<file path="config.mk">
export PLATFORM = sky130hd
export DESIGN_NAME = aes_job_scheduler
export DESIGN_NICKNAME = d
export VERILOG_FILES = /design/src/rtl/aes_ctrl_pkg.sv /design/src/rtl/aes_rr_arb2.sv /design/src/rtl/aes_job_scheduler.sv
export SDC_FILE = /design/constraint.sdc
export NUM_CORES = 1
export LEC_CHECK = 0
export ABC_AREA = 1
export CAP_MARGIN = 30
export CORE_AREA = 4 4 412 414
export CTS_CLUSTER_SIZE = 40
export DETAILED_ROUTE_END_ITERATION = 10
export DIE_AREA = 0 0 416 418
export DONT_BUFFER_PORTS = 1
export PLACE_DENSITY = 0.3
export REMOVE_ABC_BUFFERS = 1
export SLEW_MARGIN = 20
export SYNTH_ARGS = -nofsm -noshare
export SYNTH_HDL_FRONTEND = slang
export SYNTH_HIERARCHICAL = 1
export SYNTH_SLANG_ARGS = --single-unit
export TNS_END_PERCENT = 30
</file>
<file path="constraint.sdc">
create_clock -name AES_clk -period 11.67 [get_ports AES_clk]
set_input_delay 1.167 -clock AES_clk [delete_from_list [all_inputs] [get_ports AES_clk]]
set_output_delay 1.167 -clock AES_clk [all_outputs]
set_load 0.005 [all_outputs]
</file>
<file path="src/rtl/aes_ctrl_pkg.sv">
`default_nettype none
//==============================================================================
// Module   : aes_ctrl_pkg
// Brief    : Shared types and widths for the AES job scheduler.
// Revision : 1.0 - initial release
//==============================================================================
package aes_ctrl_pkg;

    localparam int AES_BLK_W = 128;
    localparam int REQ_ID_W  = 1;

    typedef enum logic [1:0] {
        IDLE   = 2'd0,
        LAUNCH = 2'd1,
        WAIT   = 2'd2,
        RESP   = 2'd3
    } state_t;

endpackage : aes_ctrl_pkg
`default_nettype wire

</file>
<file path="src/rtl/aes_rr_arb2.sv">
`default_nettype none
//==============================================================================
// Module   : aes_rr_arb2
// Brief    : Two-way round-robin arbiter; on a tie the port that was not
//            granted last time wins.
// Revision : 1.0 - initial release
//==============================================================================
module aes_rr_arb2
    import aes_ctrl_pkg::*;
(
    input  logic [1:0]          valid,
    input  logic                last_grant,
    input  logic                enable,
    output logic [REQ_ID_W-1:0] grant,
    output logic                grant_valid
);

    // Tie goes to the other port; a lone request simply wins.
    always_comb begin
        grant       = valid[1];
        grant_valid = enable & (|valid);
        if (valid == 2'b11) begin
            grant = ~last_grant;
        end
    end

endmodule : aes_rr_arb2
`default_nettype wire

</file>
<file path="src/rtl/aes_job_scheduler.sv">
`default_nettype none
//==============================================================================
// Module   : aes_job_scheduler
// Brief    : Shares one AES core between two requesters; launches one job at
//            a time, guards it with a timeout and returns a tagged response.
// Revision : 1.0 - initial release
//==============================================================================
module aes_job_scheduler
    import aes_ctrl_pkg::*;
#(
    parameter int TIMEOUT_CYCLES = 64,
    parameter int CNT_W          = $clog2(TIMEOUT_CYCLES) + 1
) (
    input  logic                 AES_clk,
    input  logic                 AES_rst,
    input  logic                 req0_valid,
    output logic                 req0_ready,
    input  logic [AES_BLK_W-1:0] req0_data,
    input  logic [AES_BLK_W-1:0] req0_key,
    input  logic                 req1_valid,
    output logic                 req1_ready,
    input  logic [AES_BLK_W-1:0] req1_data,
    input  logic [AES_BLK_W-1:0] req1_key,
    output logic                 core_en,
    output logic [AES_BLK_W-1:0] core_data,
    output logic [AES_BLK_W-1:0] core_key,
    input  logic                 core_out_valid,
    input  logic [AES_BLK_W-1:0] core_out,
    output logic                 rsp_valid,
    input  logic                 rsp_ready,
    output logic [AES_BLK_W-1:0] rsp_data,
    output logic [REQ_ID_W-1:0]  rsp_id,
    output logic                 rsp_err,
    output logic                 busy,
    output logic [15:0]          job_count
);

    localparam logic [CNT_W-1:0] c_cnt_last = CNT_W'(TIMEOUT_CYCLES - 1);

    state_t                r_state;
    state_t                w_state_next;
    logic                  r_last_grant;
    logic [CNT_W-1:0]      r_cnt;
    logic [AES_BLK_W-1:0]  r_core_data;
    logic [AES_BLK_W-1:0]  r_core_key;
    logic [AES_BLK_W-1:0]  r_rsp_data;
    logic [REQ_ID_W-1:0]   r_rsp_id;
    logic                  r_rsp_err;
    logic [15:0]           r_job_count;

    logic [REQ_ID_W-1:0]   w_grant;
    logic                  w_grant_valid;
    logic                  w_timeout;

    aes_rr_arb2 u_arb (
        .valid       ({req1_valid, req0_valid}),
        .last_grant  (r_last_grant),
        .enable      (r_state == IDLE),
        .grant       (w_grant),
        .grant_valid (w_grant_valid)
    );

    // Arbiter only grants a requester that is valid, so a grant is an acceptance.
    assign req0_ready = w_grant_valid & (w_grant == 1'b0);
    assign req1_ready = w_grant_valid & (w_grant == 1'b1);
    assign w_timeout  = (r_cnt == c_cnt_last);

    // Decoded from state so an async reset drops the core enable immediately.
    assign core_en    = (r_state == LAUNCH) || (r_state == WAIT);
    assign rsp_valid  = (r_state == RESP);
    assign busy       = (r_state != IDLE);
    assign core_data  = r_core_data;
    assign core_key   = r_core_key;
    assign rsp_data   = r_rsp_data;
    assign rsp_id     = r_rsp_id;
    assign rsp_err    = r_rsp_err;
    assign job_count  = r_job_count;

    // State register.
    always_ff @(posedge AES_clk or posedge AES_rst) begin
        if (AES_rst) begin
            r_state <= IDLE;
        end else begin
            r_state <= w_state_next;
        end
    end

    // Next-state logic; a core result beats a timeout in the same WAIT cycle.
    always_comb begin
        w_state_next = r_state;
        case (r_state)
            IDLE:    if (w_grant_valid) w_state_next = LAUNCH;
            LAUNCH:  w_state_next = WAIT;
            WAIT:    if (core_out_valid || w_timeout) w_state_next = RESP;
            RESP:    if (rsp_ready) w_state_next = IDLE;
            default: w_state_next = IDLE;
        endcase
    end

    // Job datapath: latch the winning request, time the core, capture the result.
    always_ff @(posedge AES_clk or posedge AES_rst) begin
        if (AES_rst) begin
            r_last_grant <= 1'b1;
            r_cnt        <= '0;
            r_core_data  <= '0;
            r_core_key   <= '0;
            r_rsp_data   <= '0;
            r_rsp_id     <= '0;
            r_rsp_err    <= 1'b0;
            r_job_count  <= '0;
        end else begin
            case (r_state)
                IDLE: begin
                    if (w_grant_valid) begin
                        r_core_data  <= w_grant ? req1_data : req0_data;
                        r_core_key   <= w_grant ? req1_key  : req0_key;
                        r_rsp_id     <= w_grant;
                        r_last_grant <= w_grant;
                    end
                end
                // core_out_valid may still be high from the previous job here.
                LAUNCH: r_cnt <= '0;
                WAIT: begin
                    r_cnt <= r_cnt + 1'b1;
                    if (core_out_valid) begin
                        r_rsp_data <= core_out;
                        r_rsp_err  <= 1'b0;
                    end else if (w_timeout) begin
                        r_rsp_data <= '0;
                        r_rsp_err  <= 1'b1;
                    end
                end
                RESP: begin
                    if (rsp_ready) begin
                        r_job_count <= r_job_count + 16'd1;
                    end
                end
                default: ;
            endcase
        end
    end

endmodule : aes_job_scheduler
`default_nettype wire

</file>
==> reports/results.txt, run 1 <==
Area occupied by multi-input gates: 0.00679 mm²
Fraction of registers with async set/reset: 100%
Slew at the pin closest to its max-slew limit: 1.00 ns
DIE WIDTH: 416 µm
Critical-path maximum fanout: 121
Max incr delay on CP: 0.78 ns
DR pass1 iterations: 7
Maximum VDD drop: 90.8 µV
R2R Setup Slk: 7.06 ns
CTS tree: done
Share of layout cells above drive strength 1: 5.55%
CP max stage cell: buf_4
Layout Nets: 2,717
Worst path buffer plus inverter count: 5
Gr ovfl total: 0
Post-synthesis sequential area ratio: 57.3%
CP required: 12.21 ns
Fillers: 19,200
# Max-Cap Violations: 0
Area growth syn-to-layout: 23.0%
Post-route antenna net violation count: 0
Period minus WS final: 4.61 ns
Syn Area/Cell: 8.39 µm²
Initial Util: 10.8%
Fin crit share: 39.5%
Max-slew headroom: 33.2%
Utilization after layout: 13.3%
Row cnt: 150
CP Launch Type: flip-flop
Synth unique cells: 28
Setup violations, final: 0
Vias in the first global route: 15,600
# H-tree levels: 2
Critical path, cell by cell: inv_1 -> ha_1 -> inv_1 -> nor2_1 -> nand2_8 -> inv_8 -> buf_4 -> buf_4 -> nor2_1 -> a21oi_1
Num CTS Buffers: 55
Final Max Tran Viols: 0
Crit end category: flip-flop
Core Box Area: 0.166 mm²
Status: finished clean
DR vias: 15,400
Die ar.: 0.174 mm²
Routability-driven placement congestion ratio: 0.857
Worst Clk Skew: 0.0296 ns
YS warnings: 6
Top FF cell, synth: dfrtp_1
I/O Buffers: 0
Setup repair after global routing missed its margin: no
LEAKAGE: 9.25 nW
Critical Path AT: 5.15 ns
Delay-heaviest family, CP: buffers and inverters
Die height: 418 µm
Syn Inst Count: 2,144
Clock buffer depth: 3
Largest net degree at the start of global routing: 131
Register Area: 0.0103 mm²
Antenna violations before repair: 10
All-Layer GR Usage: 9.90%
Fin cells: 4,320
#FFs+latches synth: 412
Post-synth EDFFs: 0
Fmax: 217 MHz
Placed Cells: 4,211
Setup bufs post-CTS: 0
Sinks on Clock Net: 412
IO Pins: 1,053
DRC Markers: 0
PD cells: 281 mW/mm²
Clock slew at reported path FFs: 0.06 ns
Via/cell ratio: 3.56
CTS Root Cell: clkbuf_16
Avg WL per Cell: 21.4 µm
Clock Latency Late Sink: 0.63 ns
Worst Setup Path Type: reg2reg
DRT iter0 DRCs: 1,029
Fin. Hold Viols: 0
Hold WC Path Type: in2async
Post-Syn Area: 0.0180 mm²
Detailed placer's ending HPWL: 69,100 µm
Hold buffers post-CTS: 0
First-pass GRT wire length: 127,000 µm
# resized after CTS: 0
Final wirelength: 92,400 µm
-- placed cells by master, fill, tap and decap left out, drive strengths merged --
cell      instances
a21oi           514
buf              20
bufinv            4
clkbuf           89
clkinv            5
clkinvlp          2
dfrtp           411
dfstp             1
diode             7
ha                6
inv              40
nand2           568
nand3           144
nand4             5
nor2            275
nor3              7
o211ai            1
o21ai             3
o21bai            1
o22ai             1
or2               2
xnor2             6
xor2              4
-- where the power goes --
group	internal (W)	switching (W)
Sequential	0.00211	0.000830
Combinational	0.000496	0.00101
Clock	0.00107	0.000704
-- flip-flops by register name, indices dropped and copies added, names as in the netlist --
| register | count |
|---|---|
| job_count | 16 |
| rsp_id | 1 |
| r_state | 2 |
| rsp_data | 128 |
| rsp_err | 1 |
| core_data | 128 |
| r_last_grant | 1 |
| core_key | 128 |
| r_cnt | 7 |
-- per-stage QoR --
stage / power (W) / hold WS [ns] / instance area, µm² / TNS, ns / setup slack, ns
final: 0.00622 / 0.466 / 22100 / 0 / 7.06
after global routing: 0.00668 / 0.473 / 22100 / 0 / 6.56
after CTS: 0.00637 / 0.448 / 22100 / 0 / 6.89
after detailed placement: 0.00453 / 0.490 / 20200 / 0 / 6.60
after global placement: 0.00453 / 0.490 / 20200 / 0 / 6.67
after floorplan: 0.00372 / 0.456 / 17200 / -1111.62 / -2.80
-- path summary, 6_finish.rpt --
path	cells after the start	startpoint	end
min reg2reg	2	rsp_data[71]$_DFFE_PP0P_	rsp_data[71]$_DFFE_PP0P_
max	10	r_state[0]$_DFFE_PP0P_	core_data[25]$_DFFE_PP0P_
max in group asynchronous	4	AES_rst	job_count[7]$_DFFE_PP0P_
min	1	AES_rst	core_data[43]$_DFFE_PP0P_
min in group AES_clk	2	rsp_data[71]$_DFFE_PP0P_	rsp_data[71]$_DFFE_PP0P_
max reg2reg	10	r_state[0]$_DFFE_PP0P_	core_data[25]$_DFFE_PP0P_
-- routing by layer --
metal	vias up	GRT usage, %	part of all wire, %
met5	-	0	0.068
met4	12	2.89	2.6
met3	120	3.83	9.5
met2	660	16.4	49
met1	7683	11.9	39
li1	6890	-	-
-- cell type report --
cell class | count | share of cell area (%)
Sequential cell | 412 | 46.6
Multi-Input combinational cell | 1537 | 30.7
Tap cell | 2204 | 12.5
Clock buffer | 89 | 7.66
Timing Repair Buffer | 20 | 0.882
Clock inverter | 12 | 0.815
Inverter | 39 | 0.764
Antenna cell | 7 | 0.0792
-- synth_stat cells, types with 2 or more instances --
master	n	area share [%]
xor2_1	4	0.19
ha_1	6	0.42
buf_1	11	0.23
nand4_1	5	0.17
clkbuf_1	59	1.2
nand2_1	567	12
dfrtp_1	411	57
inv_2	2	0.042
xnor2_1	6	0.29
buf_4	4	0.17
o21ai_0	3	0.083
nand3_1	143	4.0
nor2_1	275	5.7
buf_6	11	0.69
nor3_1	6	0.17
a21oi_1	513	14
buf_2	71	2.0
inv_1	37	0.77
-- cell families (layout without fill, tap and decap cells) --
group / Yosys count / count (layout) / synth area share, %
other cells: 0 / 7 / 0
flops: 412 / 412 / 57.3
buf+inv: 195 / 160 / 5.11
compound gates: 520 / 520 / 14.5
simple gates: 1001 / 1001 / 22.1
fa+ha+maj: 6 / 6 / 0.417
xor+xnor: 10 / 10 / 0.487
Power figures use the tool's default switching activity.
==> run 2, diff against run 1 <==
ABC_AREA = 0   (was 1)
CORE_AREA = 4 4 407 409   (was 4 4 412 414)
DIE_AREA = 0 0 411 413   (was 0 0 416 418)
clock period = 4.2 ns   (was 11.67 ns; I/O delays follow)
==> reports/results.txt, run 2 <==
DIE WIDTH: 411 µm
Largest net degree at the start of global routing: 129
Crit end category: flip-flop
Vias in the first global route: 15,300
CP required: 4.67 ns
Post-Syn Area: 0.0175 mm²
Routability-driven placement congestion ratio: 0.847
Worst setup startpoint: req0_valid
Row cnt: 148
Setup violations, final: 0
Period minus WS final: 3.05 ns
Area growth syn-to-layout: 56.2%
Yosys top cell by area: dfrtp_1
DR vias: 14,700
PnR Total Power: 0.0166 W
Critical path, cell by cell: dlygate4sd3_1 -> a21boi_4 -> buf_12 -> buf_12 -> buf_4 -> mux2i_1 -> dlygate4sd3_1 -> o21ai_0
Post-synth EDFFs: 0
# H-tree levels: 2
CTS Root Cell: clkbuf_16
Critical-path maximum fanout: 71
#FFs+latches synth: 412
Core Box Area: 0.162 mm²
Fin. Hold Viols: 0
Post-route antenna net violation count: 0
Min-delay src: req1_key[78]
Hold WC Path Type: in2reg
Share of layout cells above drive strength 1: 5.70%
Slew at the pin closest to its max-slew limit: 0.902 ns
Gr ovfl total: 0
Post-synthesis sequential area ratio: 58.8%
Synth top area share: 58.7%
Synth cell count leaders: dfrtp_1, nand2_1, o21ai_0
Launching point of the worst reg2reg path: r_last_grant$_DFFE_PP1P_
Final Max Tran Viols: 0
Die height: 413 µm
DRT iter0 DRCs: 831
Detailed placer's ending HPWL: 80,800 µm
Fillers: 17,900
Fin crit share: 72.6%
Clock buffer depth: 3
LEAKAGE: 11.8 nW
Fraction of registers with async set/reset: 100%
Worst Clk Skew: 0.0122 ns
TNS Setup: 0 ns
Syn Area/Cell: 11.5 µm²
# Max-Cap Violations: 0
Clock Latency Late Sink: 0.61 ns
Status: finished clean
Max incr delay on CP: 0.58 ns
Critical Path AT: 3.52 ns
CP max stage cell: dlygate4sd3_1
Setup repair after global routing missed its margin: no
I/O Buffers: 0
IO Pins: 1,053
Syn Inst Count: 1,530
Fmax: 328 MHz
All-Layer GR Usage: 11.2%
Synth unique cells: 36
Maximum VDD drop: 280 µV
Avg WL per Cell: 23.5 µm
YS warnings: 6
# resized after CTS: 0
Clock slew at reported path FFs: 0.06 ns
Max-slew headroom: 39.9%
Worst Setup Path Type: in2reg
DR pass1 iterations: 5
Final wirelength: 101,000 µm
DRC Markers: 0
CP Launch Type: input port
Layout Nets: 2,717
First-pass GRT wire length: 131,000 µm
PD cells: 605 mW/mm²
Most frequent cell after synthesis: dfrtp_1
Sinks on Clock Net: 412
Most frequent cells in the layout: dlygate4sd3_1, dfrtp_1, nand2_1, o21ai_0, mux2i_1
Die ar.: 0.170 mm²
Top FF cell, synth: dfrtp_1
Antenna violations before repair: 71
Via/cell ratio: 3.43
Num CTS Buffers: 53
Initial Util: 10.8%
Commonest non-fill, non-tap cell in the layout: dlygate4sd3_1
Largest cells by area after synthesis: dfrtp_1, mux2i_1, o21ai_0
CTS tree: done
==> run 2: worst max-delay path: cells and delay by family <==
family | cells | cell delay [ns]
buf+inv | 5 | 2.35
compound gates | 2 | 0.28
mux | 1 | 0.21
==> run 2: worst paths after layout <==
| kind | endpoint | slack (ns) | cells after the start |
|---|---|---|---|
| setup reg to reg | core_data[109]$_DFFE_PP0P_ | 1.16 | 7 |
| setup / recovery | core_data[109]$_DFFE_PP0P_ | 1.15 | 8 |
| hold reg to reg | r_last_grant$_DFFE_PP1P_ | 0.49 | 2 |
| min in group asynchronous | rsp_data[10]$_DFFE_PP0P_ | 0.27 | 2 |
| hold / removal | core_key[78]$_DFFE_PP0P_ | 0.05 | 2 |
| max in group asynchronous | core_data[105]$_DFFE_PP0P_ | 2.73 | 4 |
==> run 2: through the flow <==
stage	hold WS [ns]	cells	cell area [µm²]	utilization [%]	setup slack, ns
finish	0.0510	4299	27400	16.9	1.15
global route	0.0117	4289	27400	16.9	1.02
CTS	0.000640	4278	27300	16.9	1.19
detailed placement	0.480	3624	20100	12.4	1.68
global placement	0.477	3623	20000	12.4	1.60
floorplan	0.447	1415	16900	-	-7.72
==> run 2: where the power goes <==
part | internal (W) | leakage (nW) | switching (W)
sequential | 0.00579 | 5.14 | 0.00237
combinational | 0.00199 | 5.90 | 0.00199
clock | 0.00257 | 0.799 | 0.00186
==> run 2: area by class of cell <==
cell class | instances | area, µm² | share of cell area (%)
well taps | 2175 | 2720 | 9.94
clock buffers | 78 | 1490 | 5.44
multi-input cells | 988 | 6580 | 24.0
clock inverters | 16 | 156 | 0.571
inverters | 15 | 63.8 | 0.233
flip-flops and latches | 412 | 10300 | 37.6
repair buffers | 595 | 6020 | 22.0
diodes | 20 | 50.0 | 0.183
==> run 2: repair_timing <==
item,CTS,global route
hold buffers,560,0
endpoints found under the hold margin,438,0
buffers inserted,0,0
==> run 2: kinds of logic after synthesis <==
group,after synthesis,share of synthesized area (%)
xor+xnor,15,0.749
mux,260,14.9
compound gates,401,14.3
fa+ha+maj,6,0.428
simple gates,306,6.99
buf+inv,130,3.82
flops,412,58.8
==> run 2: layer usage <==
| metal | global-route usage (%) | wire length [µm] | vias up |
|---|---|---|---|
| met1 | 12.0 | 35700 | 7222 |
| met5 | 0 | 27 | - |
| li1 | - | - | 6499 |
| met2 | 19.9 | 50700 | 830 |
| met3 | 4.79 | 11500 | 190 |
| met4 | 3.20 | 3120 | 4 |
==> run 3, diff against run 2 <==
clock period = 2.7 ns   (was 4.2 ns; I/O delays follow)
==> reports/results.txt, run 3 (same netlist as run 2, synthesis figures left out) <==
Setup bufs post-CTS: 0
# H-tree levels: 2
I/O Buffers: 0
Die height: 413 µm
Layout Nets: 2,825
Initial Util: 10.8%
PD cells: 945 mW/mm²
Routability-driven placement congestion ratio: 0.841
Period minus WS final: 2.61 ns
IO Pins: 1,053
DR pass1 iterations: 5
Worst Setup Path Type: reg2reg
Worst Clk Skew: 0.0165 ns
Post-route antenna net violation count: 0
Clock buffer depth: 3
Slew at the pin closest to its max-slew limit: 0.700 ns
LEAKAGE: 12.5 nW
Final Max Tran Viols: 0
Crit end category: flip-flop
Avg WL per Cell: 23.1 µm
Post-route setup slack: 0.0906 ns
Area occupied by multi-input gates: 0.00658 mm²
DR vias: 15,100
Fin cells: 4,406
Hold Path Depth: 3
Antenna violations before repair: 68
Max-slew headroom: 53.3%
Setup violations, final: 0
# Max-Cap Violations: 0
Fin crit share: 96.6%
Fmax: 383 MHz
Vias in the first global route: 15,500
Largest net degree at the start of global routing: 99
DP Worst Slack: 0.486 ns
All-Layer GR Usage: 11.2%
Gr ovfl total: 0
Critical Path AT: 3.11 ns
DRT iter0 DRCs: 800
Worst-case reg-to-reg path depth: 6
CTS tree: done
First-pass GRT wire length: 133,000 µm
DIE WIDTH: 411 µm
PnR Total Power: 0.0272 W
Detailed placer's ending HPWL: 82,300 µm
Fin. Hold Viols: 0
Clock slew at reported path FFs: 0.06 ns
Register Area: 0.0103 mm²
Final wirelength: 102,000 µm
Share of layout cells above drive strength 1: 7.17%
Placed Cells: 3,645
Row cnt: 148
Fillers: 17,800
Maximum VDD drop: 485 µV
Num CTS Buffers: 53
Most frequent cells in the layout: dlygate4sd3_1, dfrtp_1, nand2_1, o21ai_0, mux2i_1
Core Box Area: 0.162 mm²
Die ar.: 0.170 mm²
Hold WS: 0.152 ns
Area growth syn-to-layout: 63.9%
Sinks on Clock Net: 412
DRC Markers: 0
CP Launch Type: flip-flop
Setup repair after global routing missed its margin: no
CTS Root Cell: clkbuf_16
Hold WC Path Type: in2reg
Clock Latency Late Sink: 0.62 ns
Critical-path maximum fanout: 53
Via/cell ratio: 3.42
Utilization after layout: 17.7%
Commonest non-fill, non-tap cell in the layout: dlygate4sd3_1
CP required: 3.20 ns
Status: finished clean
-- run 3: changes by cell type in the layout (fill, tap and decap cells not counted), sizes merged --
cell	previous run	this run
dlygate4sd3	560	648
buf	35	54
bufinv	2	10
clkbuf	78	72
diode	20	14
clkinv	8	10
inv	18	20
-- run 3: cell type report --
type                            count  area share, %
Sequential cell                   412           35.9
Timing Repair Buffer              703           24.6
Multi-Input combinational cell    988           22.9
Tap cell                         2175           9.47
Clock buffer                       71           5.30
Clock inverter                     28           1.49
Inverter                           15          0.222
Antenna cell                       14          0.122
-- run 3: path summary, 6_finish.rpt --
kind	to	slack, ns	start
max in group asynchronous	core_data[10]$_DFFE_PP0P_	1.47	AES_rst
worst max-delay path	core_key[80]$_DFFE_PP0P_	0.09	r_last_grant$_DFFE_PP1P_
worst min-delay path	job_count[3]$_DFFE_PP0P_	0.15	rsp_ready
worst max register to register	core_key[80]$_DFFE_PP0P_	0.09	r_last_grant$_DFFE_PP1P_
worst min register to register	r_last_grant$_DFFE_PP1P_	0.48	r_last_grant$_DFFE_PP1P_
min in group asynchronous	rsp_data[13]$_DFFE_PP0P_	0.26	AES_rst
-- run 3: layer usage --
metal	global-route usage (%)	wire [µm]	up-vias
met2	19.7	50800	830
li1	-	-	6707
met1	12.0	37000	7336
met5	0	79	-
met4	3.60	3090	12
met3	5.04	10900	178
-- run 3: critical path, cell delays in order (launching register included) --
cell and delay, ns:
dfstp_2 0.38, a21boi_4 0.21, clkbuf_16 0.35, buf_16 0.29, mux2i_2 0.31, dlygate4sd3_1 0.63
o21ai_0 0.08
-- run 3: per-stage QoR --
stage / TNS, ns / instance area, µm²
2_1_floorplan: -6195.07 / 16900
3_3_place_gp: 0 / 20200
3_5_place_dp: 0 / 20200
4_1_cts: 0 / 28700
5_1_grt: 0 / 28700
6_report: 0 / 28700
-- run 3: power breakdown --
part | leakage [nW] | total (W) | internal (W) | switching (W)
clock network | 0.961 | 0.00793 | 0.00492 | 0.00301
logic | 6.37 | 0.00648 | 0.00335 | 0.00313
registers | 5.14 | 0.0128 | 0.00901 | 0.00375
total | 12.5 | 0.0272 | 0.0173 | 0.00989
-- run 3: repair_timing --
item                                    4_1_cts  5_1_grt
endpoints found under the setup margin        0       45
hold buffers                                648        0
hold endpoints to repair                    440        0
gates resized for setup                       0        5
